**src/rtl/input_conditioner_if.sv**
```systemverilog
// Bundle of raw board inputs and conditioned outputs for input_conditioner.
// The master drives raw buttons/switches; the slave (the conditioner) returns push, h_select and SW.
interface input_conditioner_if #(
    parameter int SW_WIDTH = 5
);
    logic                btn_push;
    logic                btn_up;
    logic                btn_down;
    logic [SW_WIDTH-1:0] sw_raw;
    logic                push;
    logic [1:0]          h_select;
    logic [SW_WIDTH-1:0] SW;

    modport master (
        output btn_push, btn_up, btn_down, sw_raw,
        input  push, h_select, SW
    );

    modport slave (
        input  btn_push, btn_up, btn_down, sw_raw,
        output push, h_select, SW
    );
endinterface

```
**src/rtl/input_conditioner.sv**
```systemverilog
// Synchronises and debounces board buttons and slide switches into push / h_select / SW.
// Optional auto-repeat of held buttons is enabled by defining BTN_REPEAT_EN. DEBOUNCE_CYCLES must be >= 2.
module input_conditioner #(
    parameter int SYNC_STAGES     = 2,
    parameter int DEBOUNCE_CYCLES = 1_000_000,
    parameter int REPEAT_CYCLES   = 25_000_000,
    parameter int SW_WIDTH        = 5
) (
    input  logic                 clk,
    input  logic                 rst,
    input_conditioner_if.slave   bus
);
    localparam int NB = 3;
    localparam int IW = NB + SW_WIDTH;
    localparam int CW = $clog2(DEBOUNCE_CYCLES + 1);
    localparam logic [CW-1:0] CNT_LAST = CW'(DEBOUNCE_CYCLES - 1);
    localparam logic [CW-1:0] CNT_FULL = CW'(DEBOUNCE_CYCLES);

    typedef enum logic [1:0] {
        IDLE      = 2'd0,
        ARMING    = 2'd1,
        HELD      = 2'd2,
        RELEASING = 2'd3
    } btn_state_t;

    logic [IW-1:0]       raw_s;
    logic [IW-1:0]       sync_r [SYNC_STAGES];
    logic [IW-1:0]       sync_s;
    logic [NB-1:0]       btn_sync_s;
    logic [SW_WIDTH-1:0] sw_sync_s;
    logic [NB-1:0]       fire_s;

    assign raw_s      = {bus.sw_raw, bus.btn_down, bus.btn_up, bus.btn_push};
    assign sync_s     = sync_r[SYNC_STAGES-1];
    assign btn_sync_s = sync_s[NB-1:0];
    assign sw_sync_s  = sync_s[IW-1:NB];

    // Synchroniser chain shared by every raw input bit
    always_ff @(posedge clk or negedge rst) begin
        if (!rst) begin
            for (int i = 0; i < SYNC_STAGES; i++) begin
                sync_r[i] <= {IW{1'b0}};
            end
        end else begin
            sync_r[0] <= raw_s;
            for (int i = 1; i < SYNC_STAGES; i++) begin
                sync_r[i] <= sync_r[i-1];
            end
        end
    end

`ifdef BTN_REPEAT_EN
    localparam int RW = $clog2(REPEAT_CYCLES + 1);
    localparam logic [RW-1:0] REP_LAST = RW'(REPEAT_CYCLES - 1);
`else
    logic repeat_cfg_unused_s;
    assign repeat_cfg_unused_s = (REPEAT_CYCLES > 0);
`endif

    for (genvar b = 0; b < NB; b++) begin : g_btn
        btn_state_t    state_r;
        logic [CW-1:0] cnt_r;
        logic          fire_r;
`ifdef BTN_REPEAT_EN
        logic [RW-1:0] rep_r;
`endif

        // cnt_r holds the stable samples already seen; the current sample completes the window at CNT_LAST
        always_ff @(posedge clk or negedge rst) begin
            if (!rst) begin
                state_r <= IDLE;
                cnt_r   <= {CW{1'b0}};
                fire_r  <= 1'b0;
`ifdef BTN_REPEAT_EN
                rep_r   <= {RW{1'b0}};
`endif
            end else begin
                fire_r <= 1'b0;
                case (state_r)
                    IDLE: begin
                        if (btn_sync_s[b]) begin
                            state_r <= ARMING;
                            cnt_r   <= CW'(1);
                        end else begin
                            cnt_r   <= {CW{1'b0}};
                        end
                    end
                    ARMING: begin
                        if (!btn_sync_s[b]) begin
                            state_r <= IDLE;
                            cnt_r   <= {CW{1'b0}};
                        end else if (cnt_r == CNT_LAST) begin
                            state_r <= HELD;
                            cnt_r   <= {CW{1'b0}};
                            fire_r  <= 1'b1;
`ifdef BTN_REPEAT_EN
                            rep_r   <= {RW{1'b0}};
`endif
                        end else begin
                            cnt_r   <= cnt_r + CW'(1);
                        end
                    end
                    HELD: begin
                        if (!btn_sync_s[b]) begin
                            state_r <= RELEASING;
                            cnt_r   <= CW'(1);
`ifdef BTN_REPEAT_EN
                            rep_r   <= {RW{1'b0}};
`endif
                        end else begin
                            cnt_r   <= {CW{1'b0}};
`ifdef BTN_REPEAT_EN
                            if (rep_r == REP_LAST) begin
                                rep_r  <= {RW{1'b0}};
                                fire_r <= 1'b1;
                            end else begin
                                rep_r  <= rep_r + RW'(1);
                            end
`endif
                        end
                    end
                    RELEASING: begin
                        if (btn_sync_s[b]) begin
                            state_r <= HELD;
                            cnt_r   <= {CW{1'b0}};
`ifdef BTN_REPEAT_EN
                            rep_r   <= {RW{1'b0}};
`endif
                        end else if (cnt_r == CNT_LAST) begin
                            state_r <= IDLE;
                            cnt_r   <= {CW{1'b0}};
                        end else begin
                            cnt_r   <= cnt_r + CW'(1);
                        end
                    end
                    default: begin
                        state_r <= IDLE;
                        cnt_r   <= {CW{1'b0}};
                    end
                endcase
            end
        end

        assign fire_s[b] = fire_r;
    end

    logic [1:0] h_select_r;

    // h_select steps one cycle after the pulse, so push is seen with the old selection
    always_ff @(posedge clk or negedge rst) begin
        if (!rst) begin
            h_select_r <= 2'd0;
        end else if (fire_s[1] && !fire_s[2]) begin
            h_select_r <= h_select_r + 2'd1;
        end else if (fire_s[2] && !fire_s[1]) begin
            h_select_r <= h_select_r - 2'd1;
        end else begin
            h_select_r <= h_select_r;
        end
    end

    logic [SW_WIDTH-1:0] sw_last_r;
    logic [SW_WIDTH-1:0] sw_r;
    logic [CW-1:0]       sw_cnt_r;
    logic                sw_load_s;

    // A due load waits while push is high so SW cannot move under the push capture
    assign sw_load_s = (sw_cnt_r == CNT_FULL) && (sw_last_r != sw_r) && !fire_s[0];

    // Shared switch debounce: any change restarts the stability count
    always_ff @(posedge clk or negedge rst) begin
        if (!rst) begin
            sw_last_r <= {SW_WIDTH{1'b0}};
            sw_cnt_r  <= {CW{1'b0}};
            sw_r      <= {SW_WIDTH{1'b0}};
        end else begin
            if (sw_sync_s != sw_last_r) begin
                sw_last_r <= sw_sync_s;
                sw_cnt_r  <= {CW{1'b0}};
            end else if (sw_cnt_r != CNT_FULL) begin
                sw_cnt_r  <= sw_cnt_r + CW'(1);
            end else begin
                sw_cnt_r  <= sw_cnt_r;
            end
            if (sw_load_s) begin
                sw_r <= sw_last_r;
            end else begin
                sw_r <= sw_r;
            end
        end
    end

    assign bus.push     = fire_s[0];
    assign bus.h_select = h_select_r;
    assign bus.SW       = sw_r;
endmodule

```
**src/flat_wrapper.sv**
```systemverilog
// flat-port wrapper written by rule: the top's interface ports become plain ports
module input_conditioner_flat 
#(
    parameter int SYNC_STAGES     = 2,
    parameter int DEBOUNCE_CYCLES = 1_000_000,
    parameter int REPEAT_CYCLES   = 25_000_000,
    parameter int SW_WIDTH        = 5
)
  (clk, rst, bus_btn_push, bus_btn_up, bus_btn_down, bus_sw_raw, bus_push, bus_h_select, bus_SW);
  input_conditioner_if #(.SW_WIDTH(SW_WIDTH)) bus_i ();
  input  logic clk;
  input  logic rst;
  input wire logic [$bits(bus_i.btn_push)-1:0] bus_btn_push;
  input wire logic [$bits(bus_i.btn_up)-1:0] bus_btn_up;
  input wire logic [$bits(bus_i.btn_down)-1:0] bus_btn_down;
  input wire logic [$bits(bus_i.sw_raw)-1:0] bus_sw_raw;
  output wire logic [$bits(bus_i.push)-1:0] bus_push;
  output wire logic [$bits(bus_i.h_select)-1:0] bus_h_select;
  output wire logic [$bits(bus_i.SW)-1:0] bus_SW;
  assign bus_i.btn_push = bus_btn_push;
  assign bus_i.btn_up = bus_btn_up;
  assign bus_i.btn_down = bus_btn_down;
  assign bus_i.sw_raw = bus_sw_raw;
  assign bus_push = bus_i.push;
  assign bus_h_select = bus_i.h_select;
  assign bus_SW = bus_i.SW;
  input_conditioner #(.SYNC_STAGES(SYNC_STAGES), .DEBOUNCE_CYCLES(DEBOUNCE_CYCLES), .REPEAT_CYCLES(REPEAT_CYCLES), .SW_WIDTH(SW_WIDTH)) u_core (.clk(clk), .rst(rst), .bus(bus_i));
endmodule
```
**config.mk**
```make
export PLATFORM = sky130hd
export DESIGN_NAME = input_conditioner_flat
export DESIGN_NICKNAME = d
export VERILOG_FILES = /design/src/rtl/input_conditioner_if.sv /design/src/rtl/input_conditioner.sv /design/src/flat_wrapper.sv
export SDC_FILE = /design/constraint.sdc
export NUM_CORES = 1
export LEC_CHECK = 0
export CAP_MARGIN = 20
export CORE_ASPECT_RATIO = 1.75
export CORE_UTILIZATION = 61
export CTS_CLUSTER_SIZE = 30
export DETAILED_ROUTE_END_ITERATION = 12
export PLACE_DENSITY = 0.88
export RECOVER_POWER = 100
export SLEW_MARGIN = 20
export SYNTH_ARGS = -nofsm -noshare
export SYNTH_HDL_FRONTEND = slang
export SYNTH_SLANG_ARGS = --single-unit
export TNS_END_PERCENT = 5
```
**constraint.sdc**
```tcl
create_clock -name clk -period 5.4 [get_ports clk]
set_input_delay 1.08 -clock clk [delete_from_list [all_inputs] [get_ports clk]]
set_output_delay 1.08 -clock clk [all_outputs]
set_load 0.005 [all_outputs]
```
# After elaboration in Yosys (flattened, before gate mapping)
# Cells that the tools add are included.
# word_totals
regBits	117
in_bits	10
out_inout_bits	8
elab_cells	116
# op_classes
add_sub_neg	6
eq_ne	28
mux	52
reduce_logical	15
# ops
cell	count
case mux 20 bit (4 select lines)	3
2-to-1 mux 20 bit	11
adder 20 x 1 -> 20 bit (second input constant)	4
== test 20 bit (second input constant)	4
2-to-1 mux 2 bit	20
case mux 2 bit (4 select lines)	3
!= test 20 bit (second input constant)	1
2-to-1 mux 1 bit	15
== test 2 bit (second input constant)	6
AND reduction 4 bit	3
!= test 5 bit	2
!= test 3 x 1 -> 1 bit (second input constant)	3
!= test 3 bit (second input constant)	3
== test 2 x 1 -> 1 bit (second input constant)	3
logical NOT 2 bit	3
!= test 2 x 1 -> 1 bit (second input constant)	3
!= test 2 bit (second input constant)	3
logical AND 1 bit	4
nonzero test 2 bit	2
logical NOT 1 bit	3
adder 2 x 1 -> 2 bit (second input constant)	1
subtractor 2 x 1 -> 2 bit (second input constant)	1

# Logic depth before layout (Yosys ltp)
# logic_depth
depth_word	4
mapped_depth	6
mapped_depth_nobuf	6

# Worst setup path before layout
# Ideal clock, no wire load.
# synth_path
kind	reg-to-reg
startpoint	register u_core.g_btn[0].cnt_r[0]
endpoint	register with a tool-made name
setup_ns	0.125
t_arrival_ns	2.187
path_slack_ns	3.088
stages_incl_launch_ff	6
period_less_slack_ns	2.312
cell_sequence	dfrtp_1 -> ha_1 -> nand4_1 -> or4_4 -> or4_4 -> mux2_4
# synth_rtl
item	line_no	source
from (decl)	input_conditioner.sv:62	logic [CW-1:0] cnt_r;
from (signal assigned)	input_conditioner.sv:72	cnt_r <= {CW{1'b0}};
from (signal assigned)	input_conditioner.sv:85	cnt_r <= {CW{1'b0}};
from (signal assigned)	input_conditioner.sv:91	cnt_r <= {CW{1'b0}};

# Final worst setup path
# layout_path
startpoint	register u_core.g_btn[0].cnt_r[1]
endpoint	register u_core.g_btn[0].cnt_r[1]
# layout_via
elab_chain_len	4
elab_cells_between_ends	6
# layout_lines
item	line_no	source
adder 20 x 1 -> 20 bit or == test 20 bit (tied branches)	-	
2-to-1 mux 20 bit (*)	input_conditioner.sv:92, input_conditioner.sv:129	
2-to-1 mux 20 bit (on tied branches)	input_conditioner.sv:123, input_conditioner.sv:89	
case mux 20 bit (4 select lines) (*)	input_conditioner.sv:79	case (state_r)
# Every way passes the cells marked *; elsewhere a longest branch is shown, timed or not.
# A chain may end at the register's enable or synchronous reset.

==> impl_metrics.py <==
metrics = {
    "floorplan": {
        "die_y_um": 126,
        "initial_core_util": 0.624,
        "die-width_um": 73.0,
        "die-area_um2": 9210,
        "core-area_um2": 8610,
        "ios": 18,
        "rows": 45,
    },
    "cts": {
        "cts_hold_buf": 0,
        "clock-sinks": 117,
        "clockBufferDepth": 2,
        "cts_tree": "done",
        "clock_latency_ns": 0.41,
        "post_cts_resize_count": 0,
        "cts_buffers": 17,
        "root_buffer": "clkbuf_16",
        "htreeDepth": 4,
        "path_clk_slew_ns": 0.05,
        "cts_setup_buffers": 0,
    },
    "power_and_ir_drop": {
        "peakVddDrop_v": 0.000295,
        "powerDensity_nw_per_um2": 333,
        "leakagePower_nw": 2.51,
    },
    "logic_synthesis": {
        "syn_inst": 514,
        "syn_area_um2": 5380,
        "ys_seq_area_frac": 0.544,
        "synth-edff-count": 0,
        "synth.top_cell.area_share": 0.544,
        "async_flop_share": 1.00,
        "synth-main-ff-cell": "dfrtp_1",
        "synth-compound-area-share": 0.0647,
        "synth-xor-area-share": 0.0928,
        "synthSimpleGateAreaFrac": 0.237,
        "synth_top_family_by_area": "simple AND/OR/NAND/NOR gates",
        "yosys.area.top_type": "dfrtp_1",
        "synthDistinctLibCells": 42,
        "synth_most_common_cell": "dfrtp_1",
        "synth_area_per_cell_um2": 10.5,
        "synth.area.top_cells": "dfrtp_1 54%, xnor2_1 4.7%, xor2_1 4.6%",
        "synth_nets": 530,
        "synthAdderAreaFrac": 0.0140,
        "ys_ff_latch": 117,
        "synthTopCellsByCount": "117 x dfrtp_1, 56 x nor2_1, 30 x nand3_1, 29 x nand2_1, 29 x xnor2_1",
        "ys.warnings.count": 0,
        "synth_mux_area_frac": 0.0230,
    },
    "place": {
        "place_hpwl_um": 7230,
        "preCtsSetupSlack_ns": 2.86,
        "dp_cells": 635,
        "place.gp.congestion": 0.872,
        "io_buffer_count": 17,
    },
    "setup_path": {
        "r2r_end": "u_core.g_btn[0].cnt_r[1]",
        "critPathKind": "flop to flop",
        "rrSetupSlack_ns": 1.63,
        "cp_slowest_cell": "o311ai_1",
        "path_cells": "ha_1, nand4_1, or4_1, o311ai_1, nor2_1",
        "critPathArrivalTime_ns": 3.95,
        "crit_start": "u_core.g_btn[0].cnt_r[1]",
        "crit_path_end_kind": "flop",
        "cp.required_ns": 5.57,
        "timing.rr.start": "u_core.g_btn[0].cnt_r[1]",
        "worst-path-max-fanout": 19,
        "worst_r2r_path_depth": 5,
        "critPathMaxStageDelay_ns": 1.81,
        "crit_path_end": "u_core.g_btn[0].cnt_r[1]",
        "worst_setup_path_start_kind": "flop",
    },
    "grt": {
        "gr-usage-met2": 0.500,
        "gr-usage-met3": 0.0752,
        "grt_pass1_wl_um": 20400,
        "grt_max_degree": 80,
        "antenna_found_initial": 0,
        "top_usage_layer": "met2",
        "met1_usage": 0.324,
        "grt_overflow_total": 0,
        "grt_pass1_vias": 4382,
        "grt_use_total": 0.295,
    },
    "cells_and_area": {
        "fin_cells": 667,
        "final_layout_size_suffix_gt1_frac": 0.0764,
        "nets": 554,
        "regArea_um2": 2930,
        "post-route-util": 0.723,
        "n_antenna_cell": 0,
        "multi_input_area_um2": 2290,
        "areaGrowthSynthToFinish_pct": 15.8,
        "fill_cells": 560,
    },
    "timing": {
        "relSlewSlack": -0.531,
        "fin_setup_tns_ns": 0,
        "finalWorstPathRequiredPeriod_ns": 3.77,
        "worst_pin_slew_ns": 2.26,
        "final_max_slew_viol_count": 71,
        "fin_crit_sh": 0.699,
        "finalSetupViolCount": 0,
        "hold_violations": 0,
        "timing.fmax_ghz": 0.265,
        "worst_slack_ns": 1.63,
        "fin_skew_ns": 0.00808,
        "grt_setup_unrepaired": "no",
    },
    "route": {
        "routedWlPerCell_um": 17.9,
        "via_per_inst": 6.18,
        "drc": 0,
        "first_pass_iters": 5,
        "ant_nets": 0,
        "drt_first_iter_violations": 282,
        "wirelength_um": 12000,
        "vias": 4122,
    },
    "flow_run": {
        "max_cap_viol_count": 3,
    },
    "worst_hold_path": {
        "hold_path_class": "flop to flop",
    },
    "status": {
        "violations": "capacitance limit, slew limit",
        "status": "finished, violations left",
    },
}
[worst max-delay path: cells and delay by family, from the launching register on]
| family | cells | cell delay, ns |
|---|---|---|
| compound gates | 1 | 1.81 |
| fa+ha+maj | 1 | 0.26 |
| flops | 1 | 0.42 |
| simple gates | 3 | 1.05 |
[state kept, by name (all words and copies together), names as in the netlist, named ones only]
register              cells
u_core.bus.SW             5
u_core.bus.h_select       2
u_core.bus.push           1
u_core.g_btn.cnt_r       60
u_core.g_btn.fire_r       2
u_core.g_btn.state_r      3
u_core.sw_cnt_r          20
u_core.sw_last_r          5
u_core.sync_r             8
u_core.sync_s             8
[cells in the final DEF (no fill, tap or decap), types with 12 or more instances in the layout]
master and instances:
or4_1 16, nor2_1 56, o21ai_0 14, nand4_1 19, or3_1 16, clkbuf_16 17, inv_1 20, a21oi_1 26
nand3_1 30, xnor2_1 29, nor3_1 15, nand2_1 29, dfrtp_1 117, dlygate4sd3_1 16, xor2_1 28, nor4_1 12
[stage by stage]
| stage | cell area, µm² | total power [mW] | hold slack (ns) |
|---|---|---|---|
| finish | 6230 | 2.08 | 0.348 |
| CTS | 6240 | 2.09 | 0.351 |
| global route | 6230 | 2.13 | 0.354 |
| floorplan | 5380 | 0.937 | 0.331 |
| global placement | 5640 | 0.964 | 0.334 |
| detailed placement | 5650 | 0.968 | 0.336 |
[where the power goes]
| part | internal [mW] | switching [mW] |
|---|---|---|
| sequential | 0.891 | 0.0114 |
| clock | 0.742 | 0.382 |
| combinational | 0.0153 | 0.0361 |
| total | 1.65 | 0.430 |
[cells by family after synthesis]
family / after synthesis
xor+xnor: 57
mux: 11
simple gates: 232
buf+inv: 34
fa+ha+maj: 6
flops: 117
compound gates: 57
[how the worst min path moves through the flow]
stage	start	to	slack (ns)	depth (start not counted)
detailed placement	u_core.sync_r[9]	u_core.sync_s[1]	0.34	0
global placement	u_core.sync_r[15]	u_core.sync_s[7]	0.33	0
global route	u_core.sync_r[8]	u_core.sync_s[0]	0.35	0
floorplan	u_core.sync_r[8]	u_core.sync_s[0]	0.33	0
finish	u_core.sync_r[11]	u_core.sync_s[3]	0.35	0
CTS	u_core.sync_r[8]	u_core.sync_s[0]	0.35	0
[cell type report]
type	instances	share of cell area
flip-flops and latches	117	0.470
multi-input cells	363	0.368
clock buffers	21	0.0739
repair buffers	19	0.0319
well taps	117	0.0235
clock inverters	10	0.0209
inverters	20	0.0121
[metal layers]
metal / up-vias / part of all wire
li1: 1884 / -
met1: 2061 / 0.38
met2: 130 / 0.56
met3: 47 / 0.030
met4: 0 / 0.038
met5: - / 0
Power figures use the tool's default switching activity.
